## config.mk

```make
export PLATFORM = sky130hd
export DESIGN_NAME = multicycle_control_fsm
export DESIGN_NICKNAME = d
export VERILOG_FILES = /design/src/rtl/multicycle_control_fsm.sv
export SDC_FILE = /design/constraint.sdc
export NUM_CORES = 1
export LEC_CHECK = 0
export CAP_MARGIN = 40
export CORE_ASPECT_RATIO = 1.25
export CORE_UTILIZATION = 40
export CTS_BUF_LIST = sky130_fd_sc_hd__clkbuf_2 sky130_fd_sc_hd__clkbuf_4 sky130_fd_sc_hd__clkbuf_8
export DETAILED_ROUTE_END_ITERATION = 10
export HOLD_SLACK_MARGIN = 0.1
export PLACE_DENSITY = 0.81
export SYNTH_ARGS = -nofsm -noshare
export SYNTH_HDL_FRONTEND = slang
export SYNTH_SLANG_ARGS = --single-unit
```

## constraint.sdc

```tcl
create_clock -name clk -period 1.9 [get_ports clk]
set_clock_uncertainty 0.15 [all_clocks]
set_input_delay 0.38 -clock clk [delete_from_list [all_inputs] [get_ports clk]]
set_output_delay 0.38 -clock clk [all_outputs]
set_load 0.005 [all_outputs]
```

## src/rtl/multicycle_control_fsm.sv

```systemverilog
// Main control FSM of the multi-cycle RV32I core: a Moore sequencer for fetch/decode/execute/
// memory/writeback, plus the ALU decoder and the beq/bne branch resolver.
module multicycle_control_fsm #(
  parameter logic SUPPORT_BNE = 1'b1
) (
  input  logic       clk,
  input  logic       rst,
  input  logic       zero,
  input  logic [6:0] opcode,
  input  logic [2:0] f3,
  input  logic [6:0] f7,
  output logic       PCWrite,
  output logic       AdrSrc,
  output logic       MemWrite,
  output logic       IRWrite,
  output logic [1:0] ResultSrc,
  output logic [2:0] ALUControl,
  output logic [1:0] ALUSrcA,
  output logic [1:0] ALUSrcB,
  output logic [2:0] ImmSrc,
  output logic       RegWrite
);

  localparam logic [3:0] S_FETCH    = 4'd0;
  localparam logic [3:0] S_DECODE   = 4'd1;
  localparam logic [3:0] S_MEMADR   = 4'd2;
  localparam logic [3:0] S_MEMREAD  = 4'd3;
  localparam logic [3:0] S_MEMWB    = 4'd4;
  localparam logic [3:0] S_MEMWRITE = 4'd5;
  localparam logic [3:0] S_EXECR    = 4'd6;
  localparam logic [3:0] S_EXECI    = 4'd7;
  localparam logic [3:0] S_ALUWB    = 4'd8;
  localparam logic [3:0] S_BRANCH   = 4'd9;
  localparam logic [3:0] S_JAL      = 4'd10;
  localparam logic [3:0] S_JALR     = 4'd11;
  localparam logic [3:0] S_JALRLINK = 4'd12;
  localparam logic [3:0] S_LUI      = 4'd13;

  localparam logic [6:0] OP_LOAD  = 7'b0000011;
  localparam logic [6:0] OP_STORE = 7'b0100011;
  localparam logic [6:0] OP_RALU  = 7'b0110011;
  localparam logic [6:0] OP_IALU  = 7'b0010011;
  localparam logic [6:0] OP_BR    = 7'b1100011;
  localparam logic [6:0] OP_JAL   = 7'b1101111;
  localparam logic [6:0] OP_JALR  = 7'b1100111;
  localparam logic [6:0] OP_LUI   = 7'b0110111;

  localparam logic [2:0] ALU_ADD = 3'b000;
  localparam logic [2:0] ALU_SUB = 3'b001;
  localparam logic [2:0] ALU_AND = 3'b010;
  localparam logic [2:0] ALU_OR  = 3'b011;
  localparam logic [2:0] ALU_XOR = 3'b100;
  localparam logic [2:0] ALU_SLT = 3'b101;

  localparam logic [2:0] IMM_I = 3'b000;
  localparam logic [2:0] IMM_S = 3'b001;
  localparam logic [2:0] IMM_B = 3'b010;
  localparam logic [2:0] IMM_J = 3'b011;
  localparam logic [2:0] IMM_U = 3'b100;

  // Unsupported funct3 codes (shifts, sltu) quietly fall back to ADD.
  function automatic logic [2:0] alu_decode(input logic [2:0] fn3, input logic sub_en);
    case (fn3)
      3'b000:  return sub_en ? ALU_SUB : ALU_ADD;
      3'b111:  return ALU_AND;
      3'b110:  return ALU_OR;
      3'b100:  return ALU_XOR;
      3'b010:  return ALU_SLT;
      default: return ALU_ADD;
    endcase
  endfunction

  logic [3:0] state_q, state_d;
  logic       pc_w, adr_w, mem_w, ir_w, reg_w;
  logic [1:0] res_w, srca_w, srcb_w;
  logic [2:0] alu_w, imm_w;
  logic       unused_f7;

  assign unused_f7 = ^{f7[6], f7[4:0]};

  always_ff @(posedge clk or posedge rst) begin
    if (rst) state_q <= S_FETCH;
    else     state_q <= state_d;
  end

  always_comb begin
    state_d = S_FETCH;
    pc_w    = 1'b0;
    adr_w   = 1'b0;
    mem_w   = 1'b0;
    ir_w    = 1'b0;
    reg_w   = 1'b0;
    res_w   = 2'b00;
    srca_w  = 2'b00;
    srcb_w  = 2'b00;
    alu_w   = ALU_ADD;
    imm_w   = IMM_I;
    case (state_q)
      S_FETCH: begin
        ir_w = 1'b1; srcb_w = 2'b10; res_w = 2'b10; pc_w = 1'b1;
        state_d = S_DECODE;
      end
      S_DECODE: begin
        srca_w = 2'b01; srcb_w = 2'b01;
        imm_w  = (opcode == OP_JAL) ? IMM_J : IMM_B;
        case (opcode)
          OP_LOAD, OP_STORE: state_d = S_MEMADR;
          OP_RALU:           state_d = S_EXECR;
          OP_IALU:           state_d = S_EXECI;
          OP_BR:             state_d = S_BRANCH;
          OP_JAL:            state_d = S_JAL;
          OP_JALR:           state_d = S_JALR;
          OP_LUI:            state_d = S_LUI;
          default:           state_d = S_FETCH;
        endcase
      end
      S_MEMADR: begin
        srca_w = 2'b10; srcb_w = 2'b01;
        imm_w   = (opcode == OP_STORE) ? IMM_S : IMM_I;
        state_d = (opcode == OP_STORE) ? S_MEMWRITE : S_MEMREAD;
      end
      S_MEMREAD:  begin adr_w = 1'b1; state_d = S_MEMWB; end
      S_MEMWB:    begin res_w = 2'b01; reg_w = 1'b1; end
      S_MEMWRITE: begin adr_w = 1'b1; mem_w = 1'b1; end
      S_EXECR: begin
        srca_w = 2'b10; alu_w = alu_decode(f3, f7[5]);
        state_d = S_ALUWB;
      end
      S_EXECI: begin
        srca_w = 2'b10; srcb_w = 2'b01; alu_w = alu_decode(f3, 1'b0);
        state_d = S_ALUWB;
      end
      S_ALUWB: reg_w = 1'b1;
      S_BRANCH: begin
        srca_w = 2'b10; alu_w = ALU_SUB;
        pc_w = ((f3 == 3'b000) & zero) | (SUPPORT_BNE & (f3 == 3'b001) & ~zero);
      end
      S_JAL: begin
        srca_w = 2'b01; srcb_w = 2'b10; pc_w = 1'b1;
        state_d = S_ALUWB;
      end
      S_JALR: begin
        srca_w = 2'b10; srcb_w = 2'b01; res_w = 2'b10; pc_w = 1'b1;
        state_d = S_JALRLINK;
      end
      // Link value OldPC+4 is computed after the jump so ALUOut holds it for ALUWB.
      S_JALRLINK: begin
        srca_w = 2'b01; srcb_w = 2'b10;
        state_d = S_ALUWB;
      end
      S_LUI:   begin imm_w = IMM_U; res_w = 2'b11; reg_w = 1'b1; end
      default: state_d = S_FETCH;
    endcase
  end

  // Reset masks every output, so an aborted instruction can never write anything.
  assign PCWrite    = pc_w  & ~rst;
  assign AdrSrc     = adr_w & ~rst;
  assign MemWrite   = mem_w & ~rst;
  assign IRWrite    = ir_w  & ~rst;
  assign RegWrite   = reg_w & ~rst;
  assign ResultSrc  = rst ? 2'b00 : res_w;
  assign ALUControl = rst ? 3'b000 : alu_w;
  assign ALUSrcA    = rst ? 2'b00 : srca_w;
  assign ALUSrcB    = rst ? 2'b00 : srcb_w;
  assign ImmSrc     = rst ? 3'b000 : imm_w;

endmodule

```

==> summary.md, run 1 <==
| Metric | Value |
|---|---|
| Status | aborted with a tool error |
| Failed at | clock tree synthesis (4_1_cts) |
| Error | [ERROR DPL-0033] detailed placement checks failed during check placement. |
| Syn nets | 120 |
| Yosys reg bits | 4 |
| Top cell type by total area after synthesis | dfrtp_1 |
| Post-synth EDFFs | 0 |
| H-tree levels | 1 |
| Warnings from Yosys | 0 |
| Cell variety after synth | 40 |
| Clock Path Buffers | 2 |
| Async set-reset flop share out of synthesis | 100% |
| HPWL Detailed | 1.93 mm |
| Placed Area | 0.00126 mm^2 |
| Cell with the most instances after synthesis | nor2_1 |
| CTS Hold Bufs | 0 |
| Avg Inst Size Synth | 6.97 um^2 |
| Mapped Cells | 100 |
| GPL Wtd Cong | 0.842 |
| Clock sink total | 4 |
| Sequential share of the synthesized area | 14.4% |
| Synth area leaders | dfrtp_1, and3b_1, nor2_1, a21oi_1, nor3_1 |
| Resized Gates After CTS | 119 |
| PortBufs | 30 |
| Mapped Area | 697 um^2 |
| Die Span Y | 48.7 um |
| Main flop type after synthesis | dfrtp_1 |
| I/O Pins | 37 |
| Row cnt | 16 |
| Die X-Extent | 39.3 um |
| Post-synth top cells | nor2_1, a21oi_1, nor3_1, and3b_1 |
| Post-CTS Setup Inserts | 25 |
| Number of buffers created by CTS | 3 |
| Initial Util | 43.5% |
| Post-synth top area share | 14.4% |
| Clock root buffer | clkbuf_4 |
## kinds of logic after synthesis
kind of cell	count (synthesis)	share of synthesized area, %
AND/OR/NAND/NOR	53	46.0
AO/OA/AOI/OAI	23	22.1
buffers and inverters	14	9.87
XOR/XNOR	5	6.28
flip-flops	4	14.4
multiplexers	1	1.44
## stage by stage
step | instances | setup slack [ns] | hold slack [ns]
2_1_floorplan | 100 | 0.136 | 0.00440
3_3_place_gp | 177 | -0.479 | 0.650
3_5_place_dp | 177 | -0.577 | 0.666
==> run 2: changes to the inputs <==
==> config.mk (replaced) <==
export PLATFORM = sky130hd
export DESIGN_NAME = multicycle_control_fsm
export DESIGN_NICKNAME = d
export VERILOG_FILES = /design/src/rtl/multicycle_control_fsm.sv
export SDC_FILE = /design/constraint.sdc
export NUM_CORES = 1
export LEC_CHECK = 0
export CAP_MARGIN = 40
export CORE_AREA = 2 2 63 65
export DETAILED_ROUTE_END_ITERATION = 10
export DIE_AREA = 0 0 65 67
export PLACE_DENSITY_LB_ADDON = 0.15
export SYNTH_ARGS = -nofsm -noshare
export SYNTH_HDL_FRONTEND = slang
export SYNTH_SLANG_ARGS = --single-unit
==> summary.md, run 2 <==
| Metric | Value |
|---|---|
| Async set-reset flop share out of synthesis | 100% (unchanged) |
| GRT Util Overall | 13.6% |
| Largest Register | state_q |
| Clk slew on worst S/H paths | 0.03 ns |
| Final-stage net count | 211 |
| Core area | 0.00361 mm^2 |
| Mux share of post-synthesis cell area | 1.44% (unchanged) |
| Complex-gate fraction of the synthesized area | 22.1% (unchanged) |
| RSZ-0062 raised after global routing | yes |
| Per-cell routed wire length | 13.5 um |
| Crit path DAT | 1.60 ns |
| R2R setup slack | 0.03 ns |
| Yosys reg bits | 4 (unchanged) |
| Simple-gate portion of the synthesized area | 46.0% (unchanged) |
| Non-filler instance count after layout | 237 |
| Main flop type after synthesis | dfrtp_1 (unchanged) |
| Xor and xnor area share after synthesis | 6.28% (unchanged) |
| Post-route DRC | 0 |
| Most frequent cells in the layout | buf_4, buf_6, buf_2, clkdlybuf4s50_1, nor2_1 |
| Initial DRC count | 45 |
| Top cell type by total area after synthesis | dfrtp_1 (unchanged) |
| Total number of vias | 1,120 |
| Hold Path Class | in2async |
| Warnings from Yosys | 0 (unchanged) |
| R2r endpoint | state_q[3] |
| Number of buffers created by CTS | 3 (unchanged) |
| Clock sink total | 4 (unchanged) |
| Worst-path fanout max | 5 |
| Worst Path Required | 1.37 ns |
| Routed Antenna Nets | 0 |
| R2r worst-path depth | 8 |
| Ant diodes | 0 |
| Final Hold Viols | 0 |
| Failing checks | negative setup slack |
| Cell variety after synth | 40 (unchanged) |
| Initial Util | 19.3% (was 43.5%) |
| Synth area leaders | dfrtp_1, and3b_1, nor2_1, a21oi_1, nor3_1 (unchanged) |
| Clock root buffer | clkbuf_8 (was clkbuf_4) |
| Peak supply drop | 0.320 mV |
| I/O Pins | 37 (unchanged) |
| Total Power | 1.45 mW |
| Row cnt | 22 (was 16) |
| Setup violations, final | 11 |
| Mapped Cells | 100 (unchanged) |
| Initial antenna violation count | 0 |
| Worst setup margin | -0.226 ns |
| Max Cap Viol | 0 |
| Clock Path Buffers | 2 (unchanged) |
| Max_slew headroom | 81.3% |
| F_max | 470 MHz |
| Main combinational cell family by area after synthesis | simple AND/OR/NAND/NOR gates (unchanged) |
| CTS Hold Bufs | 0 (unchanged) |
| Die X-Extent | 65 um (was 39.3 um) |
| H-tree levels | 1 (unchanged) |
| Tmin final | 2.13 ns |
| Largest register FFs | 4 |
| Adder-Cell Fraction of Synth Area | 0% (unchanged) |
| Die ar. | 0.00436 mm^2 |
| Vias per inst | 4.73 |
| Critical Path Source Type | register |
| Mapped Area | 697 um^2 (unchanged) |
| Router iterations before antenna repair | 4 |
| HPWL Detailed | 1.86 mm (was 1.93 mm) |
| Leakage | 0.850 nW |
| Vias in the first global route | 1,070 |
| Post-synth top area share | 14.4% (unchanged) |
| Worst-margin pin slew | 0.279 ns |
| PortBufs | 30 (unchanged) |
| Share of cells above drive strength 1 | 66.1% |
| Die Span Y | 67 um (was 48.7 um) |
| Avg Inst Size Synth | 6.97 um^2 (unchanged) |
| Worst r2r src | state_q[0] |
| Global-route wire length before repair | 4.66 mm |
| Syn nets | 120 (unchanged) |
| Largest net degree at the start of global routing | 14 |
| Final period util | 112% |
| Total gr overflow | 0 |
| CP Capture Type | output port |
| GPL Wtd Cong | 0.816 (was 0.842) |
| Most common cell after layout, fill and taps aside | buf_4 |
| Post-synth EDFFs | 0 (unchanged) |
| WL final | 3.21 mm |
| Sequential share of the synthesized area | 14.4% (unchanged) |
| Critical path type | reg2out |
| Status | finished, violations left (was aborted with a tool error) |
| CTS tree | yes |
| Slew Viols, Final | 0 |
| Cell with the most instances after synthesis | nor2_1 (unchanged) |
| Placed cells | 205 (was 177) |
| Post-synth top cells | nor2_1, a21oi_1, nor3_1, and3b_1 (unchanged) |
| Area Overhead vs Synth | 162% |
| Power Density | 794 mW/mm^2 |
| Top flop regs | state_q: 4 flops |
| Fin Hold WS | 0.371 ns |
| Clk_lat worst skew | 0.22 ns |
run 2: how the worst max path moves through the flow:
stage,start,to,cells after the start
after floorplan,state_q[3],ImmSrc[0],5
after global placement,rst,ResultSrc[0],5
after detailed placement,rst,ALUControl[2],5
after CTS,state_q[3],ImmSrc[0],6
after global routing,state_q[3],ImmSrc[0],6
final,state_q[3],ImmSrc[0],6
run 2: critical path: stages, from the launching register on:
cell and delay [ns]:
dfrtp_2 0.45, buf_6 0.15, buf_6 0.11, nor4b_4 0.27, nand4_1 0.14, a21oi_1 0.14, buf_2 0.12
run 2: stage by stage:
stage	utilization [%]	instance area [um^2]	worst slack, ns	setup TNS, ns
detailed placement	36.2	1310	-0.525	-7.09
finish	50.6	1830	-0.226	-1.35
CTS	44.4	1600	-0.204	-1.54
global route	50.6	1830	-0.291	-2.18
floorplan	-	697	0.136	0
global placement	36.2	1310	-0.510	-6.91
run 2: what timing repair did:
| action | 4_1_cts | 5_1_grt |
|---|---|---|
| setup endpoints to repair | 17 | 17 |
| setup buffers | 21 | 8 |
| pin swaps | 19 | 18 |
| resized for setup | 99 | 45 |
run 2: power by group:
part	switching, mW	total, mW	internal (mW)
clock network	0.0468	0.182	0.135
logic	0.455	1.14	0.683
registers	0.0268	0.130	0.103
run 2: final cells by class:
class,instances,area [um^2]
Fill cell,323,1780
Tap cell,48,60.1
Inverter,4,15.0
Sequential cell,4,103
Timing Repair Buffer,96,823
Multi-Input combinational cell,82,783
Clock buffer,3,41.3
run 2: layer usage:
layer | up-vias | track usage [%] | wire, um
met5 | - | 0 | 0
met4 | 0 | 3.99 | 25
met3 | 2 | 1.69 | 105
met2 | 27 | 24.2 | 1670
met1 | 546 | 16.9 | 1400
li1 | 545 | - | -
run 2: cell families after synthesis:
kind of cell              Yosys count
buffers and inverters              14
muxes                               1
and+or+nand+nor                    53
xor gates and xnor gates            5
AOI/OAI and AO/OA                  23
DFF                                 4
No activity file was read; power rests on OpenSTA's default activity.
